$ cat src/rtl/dbg_display_ctrl.sv
// Debug front-end: CPU clock-enable (free-run or debounced single-step),
// debug-word snapshot and multiplexed seven-segment hex display.
module dbg_display_ctrl #(
    parameter int DIVIDE_BY  = 5000000,
    parameter int DEBOUNCE   = 1000000,
    parameter int SCAN_DIV   = 100000,
    parameter int DATA_W     = 32,
    parameter int NUM_CH     = 4,
    parameter int NUM_DIGITS = 8,
    localparam int SEL_W     = (NUM_CH > 1) ? $clog2(NUM_CH) : 1
) (
    input  logic                     clk,
    input  logic                     rst,
    input  logic                     mode_run,
    input  logic                     step_btn,
    input  logic [SEL_W-1:0]         ch_sel,
    input  logic [NUM_CH*DATA_W-1:0] ch_data,
    output logic                     cpu_ce,
    output logic [6:0]               seg,
    output logic [NUM_DIGITS-1:0]    an,
    output logic                     dp
);

    localparam int DIV_W = $clog2(DIVIDE_BY);
    localparam int DB_W  = (DEBOUNCE > 1) ? $clog2(DEBOUNCE) : 1;
    localparam int SC_W  = (SCAN_DIV > 1) ? $clog2(SCAN_DIV) : 1;
    localparam int DIG_W = (NUM_DIGITS > 1) ? $clog2(NUM_DIGITS) : 1;

    logic [DIV_W-1:0]      div_q, div_d;
    logic                  sync1_q, sync2_q;
    logic [DB_W-1:0]       db_cnt_q, db_cnt_d;
    logic                  db_q, db_d, db_prev_q;
    logic                  ce_q, ce_d, ce_dly_q;
    logic [SEL_W-1:0]      sel_q;
    logic [DATA_W-1:0]     snap_q, snap_d, sel_data;
    logic [SC_W-1:0]       scan_q, scan_d;
    logic [DIG_W-1:0]      digit_q, digit_d;
    logic [3:0]            nib;
    logic [6:0]            seg_q, seg_d;
    logic [NUM_DIGITS-1:0] an_q, an_d;
    logic                  dp_q, dp_d;
    logic                  run_hit, step_hit;

    function automatic logic [6:0] hex_font(input logic [3:0] v);
        unique case (v)
            4'h0: hex_font = 7'h40;
            4'h1: hex_font = 7'h79;
            4'h2: hex_font = 7'h24;
            4'h3: hex_font = 7'h30;
            4'h4: hex_font = 7'h19;
            4'h5: hex_font = 7'h12;
            4'h6: hex_font = 7'h02;
            4'h7: hex_font = 7'h78;
            4'h8: hex_font = 7'h00;
            4'h9: hex_font = 7'h10;
            4'hA: hex_font = 7'h08;
            4'hB: hex_font = 7'h03;
            4'hC: hex_font = 7'h46;
            4'hD: hex_font = 7'h21;
            4'hE: hex_font = 7'h06;
            4'hF: hex_font = 7'h0E;
        endcase
    endfunction

    always_comb begin
        div_d = '0;
        if (mode_run) begin
            div_d = (div_q == DIV_W'(DIVIDE_BY - 1)) ? '0 : div_q + 1'b1;
        end

        db_cnt_d = '0;
        db_d     = db_q;
        if (sync2_q != db_q) begin
            if (db_cnt_q == DB_W'(DEBOUNCE - 1)) begin
                db_d = sync2_q;
            end else begin
                db_cnt_d = db_cnt_q + 1'b1;
            end
        end

        // Guard keeps cpu_ce single-cycle across run/step mode flips.
        run_hit  = mode_run && (div_q == DIV_W'(DIVIDE_BY - 1));
        step_hit = !mode_run && db_q && !db_prev_q;
        ce_d     = (run_hit || step_hit) && !ce_q;

        sel_data = '0;
        for (int k = 0; k < NUM_CH; k++) begin
            if (ch_sel == SEL_W'(k)) begin
                sel_data = ch_data[k*DATA_W +: DATA_W];
            end
        end
        snap_d = snap_q;
        if (ce_dly_q || (ch_sel != sel_q)) begin
            snap_d = sel_data;
        end

        scan_d  = scan_q + 1'b1;
        digit_d = digit_q;
        if (scan_q == SC_W'(SCAN_DIV - 1)) begin
            scan_d  = '0;
            digit_d = (digit_q == DIG_W'(NUM_DIGITS - 1)) ? '0 : digit_q + 1'b1;
        end

        nib = 4'h0;
        for (int i = 0; i < NUM_DIGITS; i++) begin
            if (digit_q == DIG_W'(i)) begin
                nib = snap_q[4*i +: 4];
            end
        end
        seg_d = hex_font(nib);
        an_d  = ~(NUM_DIGITS'(1) << digit_q);
        dp_d  = !(!mode_run && (digit_q == DIG_W'(NUM_DIGITS - 1)));
    end

    always_ff @(posedge clk or negedge rst) begin
        if (!rst) begin
            div_q     <= '0;
            sync1_q   <= 1'b0;
            sync2_q   <= 1'b0;
            db_cnt_q  <= '0;
            db_q      <= 1'b0;
            db_prev_q <= 1'b0;
            ce_q      <= 1'b0;
            ce_dly_q  <= 1'b0;
            sel_q     <= '0;
            snap_q    <= '0;
            scan_q    <= '0;
            digit_q   <= '0;
            seg_q     <= 7'h40;
            an_q      <= ~NUM_DIGITS'(1);
            dp_q      <= 1'b1;
        end else begin
            div_q     <= div_d;
            sync1_q   <= step_btn;
            sync2_q   <= sync1_q;
            db_cnt_q  <= db_cnt_d;
            db_q      <= db_d;
            db_prev_q <= db_q;
            ce_q      <= ce_d;
            ce_dly_q  <= ce_q;
            sel_q     <= ch_sel;
            snap_q    <= snap_d;
            scan_q    <= scan_d;
            digit_q   <= digit_d;
            seg_q     <= seg_d;
            an_q      <= an_d;
            dp_q      <= dp_d;
        end
    end

    assign cpu_ce = ce_q;
    assign seg    = seg_q;
    assign an     = an_q;
    assign dp     = dp_q;

endmodule

$ cat config.mk
export PLATFORM = sky130hd
export DESIGN_NAME = dbg_display_ctrl
export DESIGN_NICKNAME = d
export VERILOG_FILES = /design/src/rtl/dbg_display_ctrl.sv
export SDC_FILE = /design/constraint.sdc
export NUM_CORES = 1
export LEC_CHECK = 0
export CAP_MARGIN = 20
export CORE_MARGIN = 2
export CORE_UTILIZATION = 45
export CTS_CLUSTER_DIAMETER = 60
export CTS_CLUSTER_SIZE = 24
export DETAILED_ROUTE_END_ITERATION = 10
export PLACE_DENSITY = 0.7
export SLEW_MARGIN = 10
export SYNTH_ARGS = -nofsm -noshare
export SYNTH_HDL_FRONTEND = slang
export SYNTH_SLANG_ARGS = --single-unit
$ cat constraint.sdc
create_clock -name clk -period 3.76 [get_ports clk]
set_input_delay 0.564 -clock clk [delete_from_list [all_inputs] [get_ports clk]]
set_output_delay 0.564 -clock clk [all_outputs]
set_load 0.05 [all_outputs]
==> results of run 1 <==
-- metrics by stage --
stage / setup WS, ns / instances
after floorplan: 1.089 / 546
after global placement: 0.7990 / 858
after detailed placement: 0.6842 / 858
after CTS: 0.6464 / 889
after global routing: 0.3302 / 889
final: 0.6315 / 889
-- how the worst min path moves through the flow --
stage / start / to / slack [ns] / depth (start not counted)
2_1_floorplan: rst / an[0] / 0.27 / 0
3_3_place_gp: sync1_q / sync2_q / 0.34 / 0
3_5_place_dp: sync1_q / sync2_q / 0.34 / 0
4_1_cts: rst / div_q[16] / 0.21 / 1
5_1_grt: rst / div_q[16] / 0.24 / 1
6_report: rst / div_q[16] / 0.19 / 1
-- critical path: cells and delay by family (launching register included) --
family,cells,cell delay (ns)
buf+inv,3,0.42
simple gates,1,0.34
fa+ha+maj,2,0.65
flops,1,0.63
mux,2,0.19
compound gates,3,0.76
-- area by class of cell --
cell class	instances	area (µm²)	share of cell area
well taps	180	225.2	0.02627
repair buffers	157	1559	0.1819
inverters	20	75.07	0.008758
clock inverters	8	95.09	0.01109
clock buffers	23	498.0	0.05809
flip-flops and latches	119	2989	0.3487
multi-input cells	382	3131	0.3652
-- routing by layer --
layer  up-vias  global-route usage  share of wire
li1       2249                   -              -
met5         -                   0              0
met1      2295              0.2514           0.40
met4         0             0.07830          0.018
met2       124              0.3740           0.52
met3        18             0.06041          0.056
-- state kept, by name, indices dropped and copies added, names as in the netlist --
name / flops
an: 8
ce_dly_q: 1
cpu_ce: 1
db_cnt_q: 20
db_prev_q: 1
db_q: 1
digit_q: 3
div_q: 23
dp: 1
scan_q: 17
seg: 7
sel_q: 2
snap_q: 32
sync1_q: 1
sync2_q: 1
-- layout by cell type, fill, tap and decap left out, types with 5 or more instances in the layout --
cell type,instances
dfrtp_1,110
ha_1,15
nor2_1,60
clkbuf_8,5
nand3_1,31
mux2i_1,5
nand2_1,44
xor2_1,38
nand4_1,9
nor3_1,5
a21oi_1,13
mux2_2,33
clkdlybuf4s50_1,148
o21ai_0,10
and4_1,6
mux4_2,32
inv_1,18
nor2b_1,5
dfstp_2,9
buf_4,7
xnor2_1,18
clkbuf_16,17
and3_1,11
-- cell families after synthesis --
kind of cell / Yosys count / synth area share
AO/OA/AOI/OAI: 46 / 0.05303
XOR/XNOR: 56 / 0.07756
adder cells (fa/ha/maj): 15 / 0.02968
buffers and inverters: 45 / 0.03383
flip-flops: 119 / 0.4727
multiplexers: 70 / 0.1806
AND/OR/NAND/NOR: 195 / 0.1526
-- report_power, final --
group / total (W) / switching, W / internal, W
registers: 0.00143 / 0.0000559 / 0.00137
logic: 0.000600 / 0.000271 / 0.000329
clock network: 0.00161 / 0.000552 / 0.00105
total: 0.00363 / 0.000879 / 0.00275
==> results.cfg, run 1 <==
[timing]
max_clock_freq_mhz = 319.6
fin_crit_sh = 0.8320
fin_crit_ns = 3.129
tns_ns = 0
slew_viol_final = 0
final-hold-violation-count = 0
rsz0062_at_grt = false
final-setup-viol-count = 0
maxSlewHeadroom = 0.4496
worst_pin_slew_ns = 0.8207
worst_hold_slack_ns = 0.1874
finClkSkew_ns = 0.008014

[logic_synthesis]
synthTopCellsByCount = 110 x dfrtp_1, 60 x nor2_1, 44 x nand2_1
yosys_warnings = 0
netlist_instances = 546
synth.avg_cell_area_um2 = 11.58
yosysMostFrequentCell = dfrtp_1
async_flop_share = 1.000
syn_nets = 695
synth_top_cell_area_share = 0.4353
synth_cell_types = 51
synthTopCellsByArea = dfrtp_1 44%, mux4_2 11%, mux2_2 5.9%
synth_seq_cells = 119
synth_edf_count = 0
synthFlopType = dfrtp_1
synth_seq_area_share = 0.4727
synth.largest_area_cell = dfrtp_1
synth_area_um2 = 6324

[route]
viasPerCell = 5.271
drt-pass1-iter-count = 4
drtAntennaViolNets = 0
postRouteWirelength_um = 15170
vias = 4686
drt_first_iter_violations = 297
wl_per_cell_um = 17.06
drc_errors = 0

[setup_path]
timing.rr.start = digit_q[2]
rrSetupSlack_ns = 0.63
cp_slowest_cell = dfrtp_1
critPathMaxStageDelay_ns = 0.63
setup.worst_path.end = seg[3]
critical_path_class = register to register
cp.arrival_ns = 3.42
worst_setup_path_start_kind = register
cp_cell_sequence = inv_2 > ha_1 > or2_2 > a221oi_1 > a2111oi_0 > a21oi_1 > inv_1 > ha_1 > inv_1 > mux2i_1 > mux2i_1
critPathMaxFanout = 12
cp-end-kind = register
reg2reg_depth = 11
regToRegEndpoint = seg[3]
critPathLaunch = digit_q[2]
worstPathRequired_ns = 4.05

[floorplan]
io_pins = 151
die_w_um = 122.5
start_util = 0.4573
coreArea_um2 = 13830
row_count = 43
die_area_um2 = 15020
die_h_um = 122.5

[place]
portBuffers = 150
hpwl_um = 11550
place_congestion = 0.8829
placed_area_um2 = 7979

[cells_and_area]
fin_nets = 846
fillers = 1107
drive_above_1_share = 0.1777
final_area_um2 = 8572
synthToLayoutAreaGrowth_pct = 35.56
insertedDiodeCount = 0
fin_util = 0.6199

[clock_tree]
ctsResizeCount = 0
clock_sinks = 119
h-tree-depth = 4
post_cts_buffers = 0
clk_latency_ns = 0.42
cts_made_buffers = 17
cts-root-buf = clkbuf_16
cts_hold_buf = 0
clockBufferDepth = 2
cts.clk_slew.worst_paths_ns = 0.06
cts_tree = yes

[pwr]
p_per_area_nw_per_um2 = 423.6
total_power_w = 0.003631
worst_ir_drop_vdd_uv = 332.2
p_leak_nw = 3.548

[global_route]
grtUsageTotal = 0.2142
grt_pass1_wl_um = 24340
grt_pass1_vias = 4917
grt-ovfl-total = 0
antenna_found_initial = 0
grt_max_degree = 69

[hold_path]
min_path_type = input port to asynchronous set/reset pin

[job]
cap_violations = 0

[status]
status = completed
Note: power is estimated with default switching activity, not from simulation.
==> run 2, diff against run 1 <==
- clock period: 3.76 -> 3.3 ns (I/O delays scaled with it)
==> run 2 against run 1 <==
  * Sequential share of layout area decreased by 0.13 points
  * Power increased by 15%
  * Fmax increased by 4.4%
  * Critical endpoint is now seg[4]
  * Design area increased by 0.38%
  * Combinational power increased by 14%
  * Sequential power increased by 13%
==> results.cfg, run 2 (synthesis gave the netlist of run 1 again) <==
[status]
status = completed

[clock_tree]
cts_made_buffers = 17
post_cts_buffers = 0
clockBufferDepth = 2
cts_tree = yes
clk_latency_ns = 0.42
clock_sinks = 119
h-tree-depth = 4
cts.clk_slew.worst_paths_ns = 0.05
ctsResizeCount = 0
cts-root-buf = clkbuf_16
cts_hold_buf = 0

[route]
drtAntennaViolNets = 0
postRouteWirelength_um = 15220
drt_first_iter_violations = 280
drt-pass1-iter-count = 4
wl_per_cell_um = 17.08
vias = 4708
viasPerCell = 5.284
drc_errors = 0

[timing]
slew_viol_final = 0
tns_ns = 0
fin_crit_sh = 0.9083
maxSlewHeadroom = 0.4083
final-setup-viol-count = 0
rsz0062_at_grt = false
worst_pin_slew_ns = 0.8876
timing.final.ws_setup_ns = 0.3026
max_clock_freq_mhz = 333.6
final-hold-violation-count = 0
fin_crit_ns = 2.997
finClkSkew_ns = 0.005519

[cells_and_area]
insertedDiodeCount = 0
final_cell_mix = 148 x clkdlybuf4s50_1, 110 x dfrtp_1, 60 x nor2_1, 44 x nand2_1, 38 x xor2_1
largest-register = snap_q
final_common_cell = clkdlybuf4s50_1
synthToLayoutAreaGrowth_pct = 36.07
final_cell_count_no_fill = 891
reg_top3 = snap_q (32), div_q (23), db_cnt_q (20)
fin_nets = 847
drive_above_1_share = 0.1786
largest_register_ffs = 32
fillers = 1071

[setup_path]
cp-end-kind = register
critPathMaxFanout = 18
path_buf_inv = 2
worstPathRequired_ns = 3.57
critPathMaxStageDelay_ns = 0.57
cp_cell_sequence = inv_1 > ha_1 > a21oi_1 > a221oi_2 > a2111oi_0 > a22oi_1 > buf_4 > mux2i_1 > o22ai_1
regToRegEndpoint = seg[4]
timing.rr.start = digit_q[1]
worst_setup_path_start_kind = register
cp.arrival_ns = 3.27
critical_path_class = register to register
rrSetupSlack_ns = 0.30
cpLargestDelayFamily = compound AO/OA/AOI/OAI gates
cp_slowest_cell = a22oi_1
reg2reg_depth = 9

[floorplan]
die_area_um2 = 15020
row_count = 43
die_h_um = 122.5
io_pins = 151
start_util = 0.4573
coreArea_um2 = 13830
die_w_um = 122.5

[job]
cap_violations = 0

[pwr]
p_per_area_nw_per_um2 = 484.3
p_leak_nw = 3.562
worst_ir_drop_vdd_uv = 453.8

[global_route]
antenna_found_initial = 0
grt_max_degree = 69
grtUsageTotal = 0.2174
grt_pass1_wl_um = 24630
grt_pass1_vias = 4919
grt-ovfl-total = 0

[place]
place_congestion = 0.9131
portBuffers = 150
placedCellCount = 859
place_ws_ns = 0.3825
hpwl_um = 11580

[hold_path]
min_path_type = input port to asynchronous set/reset pin
run 2: worst register-to-register path: stages, from the launching register on:
cell	delay [ns]
dfrtp_1	0.41
inv_1	0.13
ha_1	0.56
a21oi_1	0.18
a221oi_2	0.28
a2111oi_0	0.11
a22oi_1	0.57
buf_4	0.28
mux2i_1	0.22
o22ai_1	0.12
run 2: metal layers:
layer  share of wire  vias up  track usage
li1                -     2246            -
met1            0.42     2283       0.2653
met2            0.50      151       0.3590
met3           0.057       28      0.06087
met4           0.027        0      0.09842
met5               0        -            0
run 2: where the power goes:
| group | total [W] | leakage, nW | internal, W | switching, W |
|---|---|---|---|---|
| Sequential | 0.00162 | 1.52 | 0.00156 | 0.0000630 |
| Clock | 0.00186 | 0.295 | 0.00123 | 0.000632 |
| Combinational | 0.000684 | 1.75 | 0.000376 | 0.000308 |
run 2: per-stage QoR:
| step | utilization | total power, W | cell area [µm²] | hold slack [ns] |
|---|---|---|---|---|
| finish | 0.6223 | 0.004167 | 8605 | 0.1922 |
| global route | 0.6223 | 0.004330 | 8605 | 0.2645 |
| CTS | 0.6223 | 0.004202 | 8605 | 0.2331 |
| detailed placement | 0.5785 | 0.002339 | 7999 | 0.3469 |
| global placement | 0.5785 | 0.002323 | 7999 | 0.3480 |
| floorplan | - | 0.002008 | 6324 | 0.1994 |
run 2: cell type report:
cell class | instances | area, µm² | share of cell area
clock inverter | 7 | 90.09 | 0.01047
tap | 180 | 225.2 | 0.02617
inverter | 20 | 75.07 | 0.008725
clock buffer | 25 | 515.5 | 0.05991
sequential | 119 | 2989 | 0.3474
timing repair buffer | 158 | 1579 | 0.1835
multi-input combinational | 382 | 3131 | 0.3638
run 2: worst max-delay path by stage:
stage | start | slack (ns) | cells past startpoint | to
6_report | digit_q[1] | 0.30 | 9 | seg[4]
5_1_grt | digit_q[1] | 0.05 | 11 | seg[3]
4_1_cts | digit_q[1] | 0.36 | 11 | seg[3]
3_5_place_dp | digit_q[1] | 0.38 | 9 | seg[6]
3_3_place_gp | digit_q[1] | 0.43 | 9 | seg[6]
2_1_floorplan | digit_q[2] | 0.63 | 12 | seg[3]
==> run 3, diff against run 2 <==
==> constraint.sdc (replaced) <==
create_clock -name clk -period 3.3 [get_ports clk]
set_input_delay 0.33 -clock clk [delete_from_list [all_inputs] [get_ports clk]]
set_output_delay 0.33 -clock clk [all_outputs]
set_load 0.05 [all_outputs]
==> run 3 against run 2 <==
  * Non-clock buffer count grew 2
  * Global-route usage shrank 0.33 points
  * Design area grew 0.64%
  * Clock power grew 5%
  * Fmax grew 0.43%
  * Highest routed layer unchanged
  * Utilization grew 0.40 points
  * Worst setup slack gained 0.013 ns
  * Sequential share of layout area shrank 0.22 points
  * First-iteration DRC count grew 60%
==> results.cfg, run 3 (synthesis gave the netlist of run 1 again) <==
[global_route]
grt-ovfl-total = 0
grtUsageTotal = 0.2141
grt_pass1_wl_um = 24550
grt_max_degree = 64
antenna_found_initial = 3
grt_pass1_vias = 4977

[timing]
max_clock_freq_mhz = 335.1
fin_crit_sh = 0.9044
worst_hold_slack_ns = 0.01533
rsz0062_at_grt = false
slew_viol_final = 0
finClkSkew_ns = 0.02126
timing.final.ws_setup_ns = 0.3155
maxSlewHeadroom = 0.4632
fin_crit_ns = 2.984
final-hold-violation-count = 0
tns_ns = 0
worst_pin_slew_ns = 0.8052
final-setup-viol-count = 0

[pwr]
p_leak_nw = 3.592
p_per_area_nw_per_um2 = 492.3
worst_ir_drop_vdd_uv = 379.9

[cells_and_area]
reg_top3 = snap_q (32), div_q (23), db_cnt_q (20)
final_cell_mix = 148 x clkdlybuf4s50_1, 110 x dfrtp_1, 60 x nor2_1, 44 x nand2_1, 38 x xor2_1
largest_register_ffs = 32
fin_util = 0.6263
final_common_cell = clkdlybuf4s50_1
final_cell_count_no_fill = 896
drive_above_1_share = 0.1823
fin_nets = 849
largest-register = snap_q
synthToLayoutAreaGrowth_pct = 36.94

[floorplan]
die_area_um2 = 15020
die_w_um = 122.5
die_h_um = 122.5
io_pins = 151
row_count = 43
coreArea_um2 = 13830
start_util = 0.4573

[place]
hpwl_um = 11560
place_congestion = 0.9033
placedCellCount = 861
place_ws_ns = 0.3788
portBuffers = 150

[hold_path]
min_path_type = input port to asynchronous set/reset pin

[clock_tree]
cts.clk_slew.worst_paths_ns = 0.05
clock_sinks = 119
cts-root-buf = clkbuf_16
cts_tree = yes
clockBufferDepth = 2
ctsResizeCount = 0
h-tree-depth = 4
cts_hold_buf = 0
clk_latency_ns = 0.42
post_cts_buffers = 0
cts_made_buffers = 17

[route]
viasPerCell = 5.319
wl_per_cell_um = 17.00
vias = 4766
drtAntennaViolNets = 0
postRouteWirelength_um = 15230
drc_errors = 0
drt_first_iter_violations = 448
drt-pass1-iter-count = 4

[setup_path]
worstPathRequired_ns = 3.58
critPathMaxStageDelay_ns = 0.39
critical_path_class = register to register
cp_cell_sequence = ha_1 > ha_1 > or2_2 > a221oi_1 > a2111oi_0 > a21oi_1 > inv_1 > ha_1 > inv_1 > mux2i_1 > mux2i_1
worst_setup_path_start_kind = register
cp-end-kind = register
cp_common_cell = ha_1
cp.arrival_ns = 3.26
critPathMaxFanout = 8
cp_slowest_cell = dfrtp_1

[status]
status = completed

[job]
cap_violations = 0
==> run 3: layer usage <==
layer / GRT usage / wire, µm / share of wire / vias up
met5: 0 / 0 / 0 / -
met4: 0.09339 / 354 / 0.023 / 0
met3: 0.05809 / 852 / 0.056 / 22
met2: 0.3563 / 7744 / 0.51 / 176
met1: 0.2619 / 6277 / 0.41 / 2304
li1: - / - / - / 2264
==> run 3: path summary, 6_finish.rpt <==
check | from | to | slack [ns] | cells after the start
setup / recovery | digit_q[0] | seg[3] | 0.32 | 11
hold / removal | rst | db_cnt_q[10] | 0.02 | 1
setup reg to reg | digit_q[0] | seg[3] | 0.32 | 11
hold reg to reg | sync1_q | sync2_q | 0.39 | 0
max in group asynchronous | rst | an[1] | 2.48 | 2
min in group clk | ch_sel[0] | sel_q[0] | 0.12 | 1
==> run 3: power breakdown <==
| part | leakage, nW | total (W) | internal [W] | switching, W |
|---|---|---|---|---|
| logic | 1.76 | 0.000688 | 0.000378 | 0.000311 |
| clock network | 0.315 | 0.00195 | 0.00132 | 0.000625 |
| registers | 1.52 | 0.00162 | 0.00156 | 0.0000636 |
==> run 3: layout make-up <==
class	count	area (µm²)
Antenna cell	3	7.507
Sequential cell	119	2989
Timing Repair Buffer	160	1594
Tap cell	180	225.2
Inverter	20	75.07
Fill cell	1087	5167
Multi-Input combinational cell	382	3131
Clock buffer	25	525.5
Clock inverter	7	112.6
==> run 3: worst max-delay path, delay by kind of cell, from the launching register on <==
family | cells | cell delay (ns)
adders and majority gates | 3 | 0.84
AOI/OAI and AO/OA | 3 | 0.74
DFF | 1 | 0.39
buffers and inverters | 2 | 0.25
and+or+nand+nor | 1 | 0.34
muxes | 2 | 0.28
==> run 3: metrics by stage <==
| step | cell area [µm²] | total power, W |
|---|---|---|
| floorplan | 6324 | 0.002008 |
| global placement | 8014 | 0.002324 |
| detailed placement | 8014 | 0.002339 |
| CTS | 8652 | 0.004308 |
| global route | 8657 | 0.004425 |
| finish | 8660 | 0.004263 |
